--- src/rtl/mode_counter_pkg.sv ---
// Shared encodings for the mode counter: terminal-count modes and FSM states.
// Imported by the counter top and by any block that drives its mode field.
package mode_counter_pkg;

   localparam logic [1:0] MODE_WRAP    = 2'd0;
   localparam logic [1:0] MODE_SAT     = 2'd1;
   localparam logic [1:0] MODE_ONESHOT = 2'd2;
   localparam logic [1:0] MODE_RELOAD  = 2'd3;

   typedef enum logic [1:0] {
      ST_IDLE = 2'd0,
      ST_RUN  = 2'd1,
      ST_DONE = 2'd2
   } state_t;

endpackage

--- src/rtl/mode_counter_if.sv ---
// Control and status bundle between a register block (master) and the mode counter (slave).
interface mode_counter_if #(
   parameter int WIDTH          = 8,
   parameter int PRESCALE_WIDTH = 4
);

   logic                      clear;
   logic                      start;
   logic                      load;
   logic                      enable;
   logic                      up;
   logic [1:0]                mode;
   logic [WIDTH-1:0]          D;
   logic [WIDTH-1:0]          limit;
   logic [PRESCALE_WIDTH-1:0] prescale;
   logic [WIDTH-1:0]          Q;
   logic                      tc;
   logic                      running;
   logic                      done;

   modport master (
      output clear, start, load, enable, up, mode, D, limit, prescale,
      input  Q, tc, running, done
   );

   modport slave (
      input  clear, start, load, enable, up, mode, D, limit, prescale,
      output Q, tc, running, done
   );

endinterface

--- src/rtl/mode_counter_tick_prescaler.sv ---
// Divides enabled cycles down to one tick every prescale+1 of them; reusable by other timers.
module tick_prescaler #(
   parameter int PRESCALE_WIDTH = 4
) (
   input  logic                      clk,
   input  logic                      rst,
   input  logic                      clr,
   input  logic                      en,
   input  logic [PRESCALE_WIDTH-1:0] prescale,
   output logic                      tick
);

   logic [PRESCALE_WIDTH-1:0] count;

   // A count already past prescale simply runs on and wraps through zero.
   assign tick = en && !clr && (count == prescale);

   always_ff @(posedge clk or posedge rst) begin
      if (rst) begin
         count <= '0;
      end else if (clr) begin
         count <= '0;
      end else if (en) begin
         count <= tick ? '0 : count + PRESCALE_WIDTH'(1);
      end
   end

endmodule

--- src/rtl/mode_counter.sv ---
// Programmable up/down counter with limit, four terminal-count modes, prescaler and run/done status.
module mode_counter
   import mode_counter_pkg::*;
#(
   parameter int WIDTH          = 8,
   parameter int PRESCALE_WIDTH = 4
) (
   input  logic         clk,
   input  logic         rst,
   mode_counter_if.slave bus
);

   state_t           state_q;
   state_t           state_d;
   logic [WIDTH-1:0] q_q;
   logic [WIDTH-1:0] q_d;
   logic             tc_q;
   logic             tc_d;
   logic             tick;
   logic             terminal;

   // Load restarts the division phase so the first tick after it is a full period away.
   tick_prescaler #(
      .PRESCALE_WIDTH(PRESCALE_WIDTH)
   ) u_prescaler (
      .clk      (clk),
      .rst      (rst),
      .clr      (bus.clear || bus.load),
      .en       ((state_q == ST_RUN) && bus.enable),
      .prescale (bus.prescale),
      .tick     (tick)
   );

   always_ff @(posedge clk or posedge rst) begin
      if (rst) begin
         state_q <= ST_IDLE;
         q_q     <= '0;
         tc_q    <= 1'b0;
      end else begin
         state_q <= state_d;
         q_q     <= q_d;
         tc_q    <= tc_d;
      end
   end

   // Terminal test uses >= going up so a count left above a lowered limit still terminates.
   always_comb begin
      state_d  = state_q;
      q_d      = q_q;
      tc_d     = 1'b0;
      terminal = bus.up ? (q_q >= bus.limit) : (q_q == '0);

      if (bus.clear) begin
         q_d     = '0;
         state_d = ST_IDLE;
      end else if (bus.load) begin
         q_d     = bus.D;
         state_d = ST_RUN;
      end else if (bus.start && (state_q != ST_RUN)) begin
         state_d = ST_RUN;
      end else if (tick) begin
         if (!terminal) begin
            q_d = bus.up ? q_q + WIDTH'(1) : q_q - WIDTH'(1);
         end else begin
            tc_d = 1'b1;
            case (bus.mode)
               MODE_WRAP:    q_d     = bus.up ? '0 : bus.limit;
               MODE_SAT:     q_d     = bus.up ? bus.limit : '0;
               MODE_ONESHOT: state_d = ST_DONE;
               default:      q_d     = bus.D;
            endcase
         end
      end
   end

   assign bus.Q       = q_q;
   assign bus.tc      = tc_q;
   assign bus.running = (state_q == ST_RUN);
   assign bus.done    = (state_q == ST_DONE);

endmodule

--- src/flat_wrapper.sv ---
// flat-port wrapper written by rule: the top's interface ports become plain ports
module mode_counter_flat import mode_counter_pkg::*;
#(
   parameter int WIDTH          = 8,
   parameter int PRESCALE_WIDTH = 4
)
  (clk, rst, bus_clear, bus_start, bus_load, bus_enable, bus_up, bus_mode, bus_D, bus_limit, bus_prescale, bus_Q, bus_tc, bus_running, bus_done);
  mode_counter_if #(.WIDTH(WIDTH), .PRESCALE_WIDTH(PRESCALE_WIDTH)) bus_i ();
  input  logic clk;
  input  logic rst;
  input wire logic [$bits(bus_i.clear)-1:0] bus_clear;
  input wire logic [$bits(bus_i.start)-1:0] bus_start;
  input wire logic [$bits(bus_i.load)-1:0] bus_load;
  input wire logic [$bits(bus_i.enable)-1:0] bus_enable;
  input wire logic [$bits(bus_i.up)-1:0] bus_up;
  input wire logic [$bits(bus_i.mode)-1:0] bus_mode;
  input wire logic [$bits(bus_i.D)-1:0] bus_D;
  input wire logic [$bits(bus_i.limit)-1:0] bus_limit;
  input wire logic [$bits(bus_i.prescale)-1:0] bus_prescale;
  output wire logic [$bits(bus_i.Q)-1:0] bus_Q;
  output wire logic [$bits(bus_i.tc)-1:0] bus_tc;
  output wire logic [$bits(bus_i.running)-1:0] bus_running;
  output wire logic [$bits(bus_i.done)-1:0] bus_done;
  assign bus_i.clear = bus_clear;
  assign bus_i.start = bus_start;
  assign bus_i.load = bus_load;
  assign bus_i.enable = bus_enable;
  assign bus_i.up = bus_up;
  assign bus_i.mode = bus_mode;
  assign bus_i.D = bus_D;
  assign bus_i.limit = bus_limit;
  assign bus_i.prescale = bus_prescale;
  assign bus_Q = bus_i.Q;
  assign bus_tc = bus_i.tc;
  assign bus_running = bus_i.running;
  assign bus_done = bus_i.done;
  mode_counter #(.WIDTH(WIDTH), .PRESCALE_WIDTH(PRESCALE_WIDTH)) u_core (.clk(clk), .rst(rst), .bus(bus_i));
endmodule
--- config.mk ---
export PLATFORM = sky130hd
export DESIGN_NAME = mode_counter_flat
export DESIGN_NICKNAME = d
export VERILOG_FILES = /design/src/rtl/mode_counter_pkg.sv /design/src/rtl/mode_counter_if.sv /design/src/rtl/mode_counter_tick_prescaler.sv /design/src/rtl/mode_counter.sv /design/src/flat_wrapper.sv
export SDC_FILE = /design/constraint.sdc
export NUM_CORES = 1
export LEC_CHECK = 0
export ABC_AREA = 1
export BUFFER_PORTS_ARGS = -buffer_cell sky130_fd_sc_hd__buf_2
export CORE_UTILIZATION = 55
export DETAILED_ROUTE_END_ITERATION = 12
export PLACE_DENSITY_LB_ADDON = 0.15
export SETUP_SLACK_MARGIN = 0.3
export SLEW_MARGIN = 20
export SYNTH_ARGS = -nofsm -noshare
export SYNTH_HDL_FRONTEND = slang
export SYNTH_SLANG_ARGS = --single-unit
export TNS_END_PERCENT = 100
--- constraint.sdc ---
create_clock -name clk -period 2.3 [get_ports clk]
set_input_delay 0 -clock clk [delete_from_list [all_inputs] [get_ports clk]]
set_output_delay 0 -clock clk [all_outputs]
set_load 0.01 [all_outputs]
==> summary.md <==
| Metric | Value |
|---|---|
| Status | `complete, no violations` |
| Worst slew pin tran | `slightly below 0.6 ns` |
| RSZ-0062 raised after global routing | `false` |
| Peak fanout along the critical path | `8` |
| Fill cells | `roughly 300` |
| Final setup vio count | `0` |
| Vias in the first global route | `around 1,700` |
| Drt drc | `0` |
| Gr busiest metal | `met2` |
| IO Count | `40` |
| Clock Tree Buf Depth | `2` |
| FMAX | `between 500 and 600 MHz` |
| Worst path buffer plus inverter count | `1` |
| DRT Wirelength | `approximately 4500 um` |
| First-pass GRT wire length | `7590 um` |
| Fraction of layout instances using a drive strength above 1 | `24.3%` |
| Reg2Reg Depth | `12` |
| FF-to-FF End | `u_core.bus.Q[7]$_DFFE_PP0P_` |
| GR Util met1 | `39.8%` |
| Switching part of the total | `between 40 and 50%` |
| Placed Instances | `roughly 350` |
| Total CTS buffers | `3` |
| Crit path depth | `12` |
| Final Wtd Congestion | `0.915` |
| Max_cap viols | `0` |
| Pins Over Slew Limit | `0` |
| Synth warnings | `0` |
| CORE AREA | `3050 um2` |
| Worst EP required | `roughly 2.5 ns` |
| CP top delay family | `simple AND/OR/NAND/NOR gates` |
| Post-route clock period utilization | `around 80%` |
| Global routing usage on met2 | `47.1%` |
| GR met3 Demand/Resource | `4.18%` |
| Synth area leaders | `dfrtp_1 21%, nand3_1 14%, nand2_1 12%, ha_1 11%, inv_1 9.3%` |
| Initial antenna violation count | `0` |
| Vias after detailed routing | `between 1,500 and 2,000` |
| DR pass1 iterations | `4` |
| Int Pwr | `around 0.54 mW` |
| Setup TNS | `0 ns` |
| Overflow after GRT | `0` |
| Crit path top cell by count | `nand2_1` |
| Asr flop ratio synth | `100%` |
| Synth Flop Type | `dfrtp_1` |
| P_sw | `roughly 0.4 mW` |
| Leakage | `approximately 1.2 nW` |
| Number of routed nets with antenna violations | `0` |
| CTS tree | `yes` |
| Net Count, Synth | `around 310` |
| Critical path cell sequence | `ha_1, nand2_1, inv_1, nand2_1, nand2_2, nand2_2, nand2_4, nand3_4, nand2_8, nand2_8, nand3_2, nand2_1` |
| Critical path type | `reg2reg` |
| Post-synth top area share | `a little over a fifth` |
| Vias per Instance | `about 5.4` |
| Post-Syn Area per Cell | `6.67 um2` |
| Combinational share of power | `49.2%` |
| Sequential area share after synthesis | `roughly a fifth` |
| GRT Util Overall | `between 20% and 30%` |
| #FFs+latches synth | `15` |
| CP startpoint | `u_core.bus.Q[3]$_DFFE_PP0P_` |
| R2R setup slack | `approximately 0.47 ns` |
| Area delta synth->final | `20.2%` |
| Final Hold Vio Count | `0` |
| CP endpoint kind | `register` |
| Dpl hpwl | `3410 um` |
| EDFF count, synth | `0` |
| Die width | `roughly 60 um` |
| Pwr Density | `approximately 440 nW/um2` |
| CTS Root Cell | `clkbuf_4` |
| Fin crit period | `~1.8 ns` |
| WL per Instance | `between 10 and 15 um` |
| Critical path arrival | `approximately 2.0 ns` |
| Clock Power Share | `about 17%` |
| Final nets | `359` |
| Largest net degree at the start of global routing | `16` |
| Port-buffer cells | `39` |
| Critical Path Sink | `u_core.bus.Q[7]$_DFFE_PP0P_` |
| Clock sink count | `15` |
| Slew Limit Headroom | `60.8%` |
| Syn Inst Count | `between 200 and 300` |
| Die Ht | `58.9 um` |
| Final Util | `~70%` |
| Crit path largest cell delay | `~0.47 ns` |
| Die ar. | `approximately 3500 um2` |
| Tot Pwr | `approximately 0.95 mW` |
| Peak supply drop | `337 uV` |
| Type of the tightest min-delay check | `in2reg` |
| Crit path max-delay cell type | `dfrtp_1` |
| N_diodes | `0` |
| Setup crit start kind | `register` |
| Row count | `20` |
| Biggest area consumer among synthesized cells | `dfrtp_1` |
| Sequential power share | `33.5%` |
| Dpl ws | `0.361 ns` |
| Fin worst setup slack | `0.468 ns` |
| Drt initial violations | `between 60 and 70` |
| Count of cell types in the netlist | `33` |
| CTS clk-pin slew, worst paths | `0.10 ns` |
| Reg2reg start | `u_core.bus.Q[3]$_DFFE_PP0P_` |
| Clk_lat worst skew | `approximately 0.3 ns` |
| H-Tree Depth | `1` |
| Clock Skew | `~0.010 ns` |
| Initial Utilization | `58.4%` |
| Mapped cell area | `between 1500 and 2000 um2` |
| Finished Layout Cells | `roughly 360` |
-- kinds of logic (layout without fill, tap and decap cells) --
logic type / Yosys count / after routing / synth area share, %
simple gates: 149 / 151 / 42.1
buf+inv: 52 / 96 / 11.8
compound gates: 28 / 28 / 9.97
fa+ha+maj: 16 / 16 / 11.7
flops: 15 / 15 / 21.1
xor+xnor: 7 / 7 / 3.44
-- how the worst min path moves through the flow --
stage | start | to | cells past startpoint
6_report | bus_start | u_core.state_q[1]$_DFFE_PP0P_ | 4
5_1_grt | bus_start | u_core.state_q[1]$_DFFE_PP0P_ | 4
4_1_cts | bus_start | u_core.state_q[1]$_DFFE_PP0P_ | 4
3_5_place_dp | rst | u_core.u_prescaler.count[0]$_DFFE_PP0P_ | 2
3_3_place_gp | rst | u_core.u_prescaler.count[0]$_DFFE_PP0P_ | 2
2_1_floorplan | rst | u_core.bus.Q[0]$_DFFE_PP0P_ | 1
-- registers in the layout, summed over array words and instances, names as in the netlist --
register / cells
u_core.u_prescaler.count: 4
u_core.bus.tc: 1
u_core.bus.Q: 8
u_core.state_q: 2
-- power by group through the flow --
stage | sequential (mW) | combinational, mW | clock, mW
final | 0.317 | 0.465 | 0.164
after global routing | 0.320 | 0.533 | 0.177
after CTS | 0.314 | 0.444 | 0.167
after detailed placement | 0.320 | 0.437 | 0
after global placement | 0.319 | 0.432 | 0
after floorplan | 0.320 | 0.318 | 0
-- cells in the mapped netlist (2+ instances only) --
| cell type | n |
|---|---|
| xnor2_1 | 5 |
| nand2_2 | 2 |
| o211ai_1 | 8 |
| nand2_1 | 57 |
| inv_1 | 44 |
| dfrtp_1 | 15 |
| buf_2 | 2 |
| nand3_2 | 8 |
| a21oi_1 | 13 |
| ha_1 | 15 |
| nand4_1 | 4 |
| xor2_1 | 2 |
| nor2_1 | 21 |
| nand3_1 | 49 |
| o22ai_1 | 2 |
| o21ai_0 | 3 |
-- placed cells by master (no fill, tap or decap), drive strengths merged --
cell         synthesis  routed
a21oi               14      14
buf                  4      42
clkbuf               1       3
clkinv               2       2
clkinvlp             0       1
dfrtp               15      15
dlygate4sd3          0       3
fa                   1       1
ha                  15      15
inv                 45      45
nand2               61      63
nand3               58      58
nand3b               1       1
nand4                5       5
nor2                21      21
nor3                 1       1
o211ai               8       8
o21ai                4       4
o22ai                2       2
or2                  2       2
xnor2                5       5
xor2                 2       2
-- final cells by class --
| type | instances | area, um2 | area share, % |
|---|---|---|---|
| multi-input cells | 202 | 1250 | 58.6 |
| flip-flops and latches | 15 | 377 | 17.6 |
| repair buffers | 45 | 248 | 11.6 |
| inverters | 47 | 178 | 8.29 |
| well taps | 44 | 55.1 | 2.57 |
| clock buffers | 3 | 22.5 | 1.05 |
| clock inverters | 1 | 7.51 | 0.350 |
-- per-layer routing --
layer  routed length [um]  vias to the layer above  part of all wire [%]
met1                 2120                      873                    47
li1                     -                      975                     -
met3                  209                        5                   4.7
met4                   38                        0                  0.85
met5                    0                        -                     0
met2                 2110                       57                    47
-- metrics by stage --
step / area [um2] / hold slack, ns
floorplan: 1780 / -0.0985
detailed placement: 2010 / 0.0928
finish: 2140 / 0.0160
CTS: 2070 / 0.0123
global route: 2140 / 0.0312
global placement: 2010 / 0.0928
-- worst reg2reg max path, cell delays in order, from the launching register on --
cell	delay, ns
dfrtp_1	0.47
ha_1	0.34
nand2_1	0.05
inv_1	0.04
nand2_1	0.06
nand2_2	0.07
nand2_2	0.08
nand2_4	0.12
nand3_4	0.13
nand2_8	0.15
nand2_8	0.09
nand3_2	0.07
nand2_1	0.05
-- repair_timing --
| action | in CTS | in global routing |
|---|---|---|
| gates resized for setup | 0 | 10 |
| endpoints found under the setup margin | 0 | 10 |
| hold buffers | 3 | 0 |
| setup buffers | 0 | 1 |
| endpoints found under the hold margin | 17 | 0 |
(Power assumes the default switching activity.)
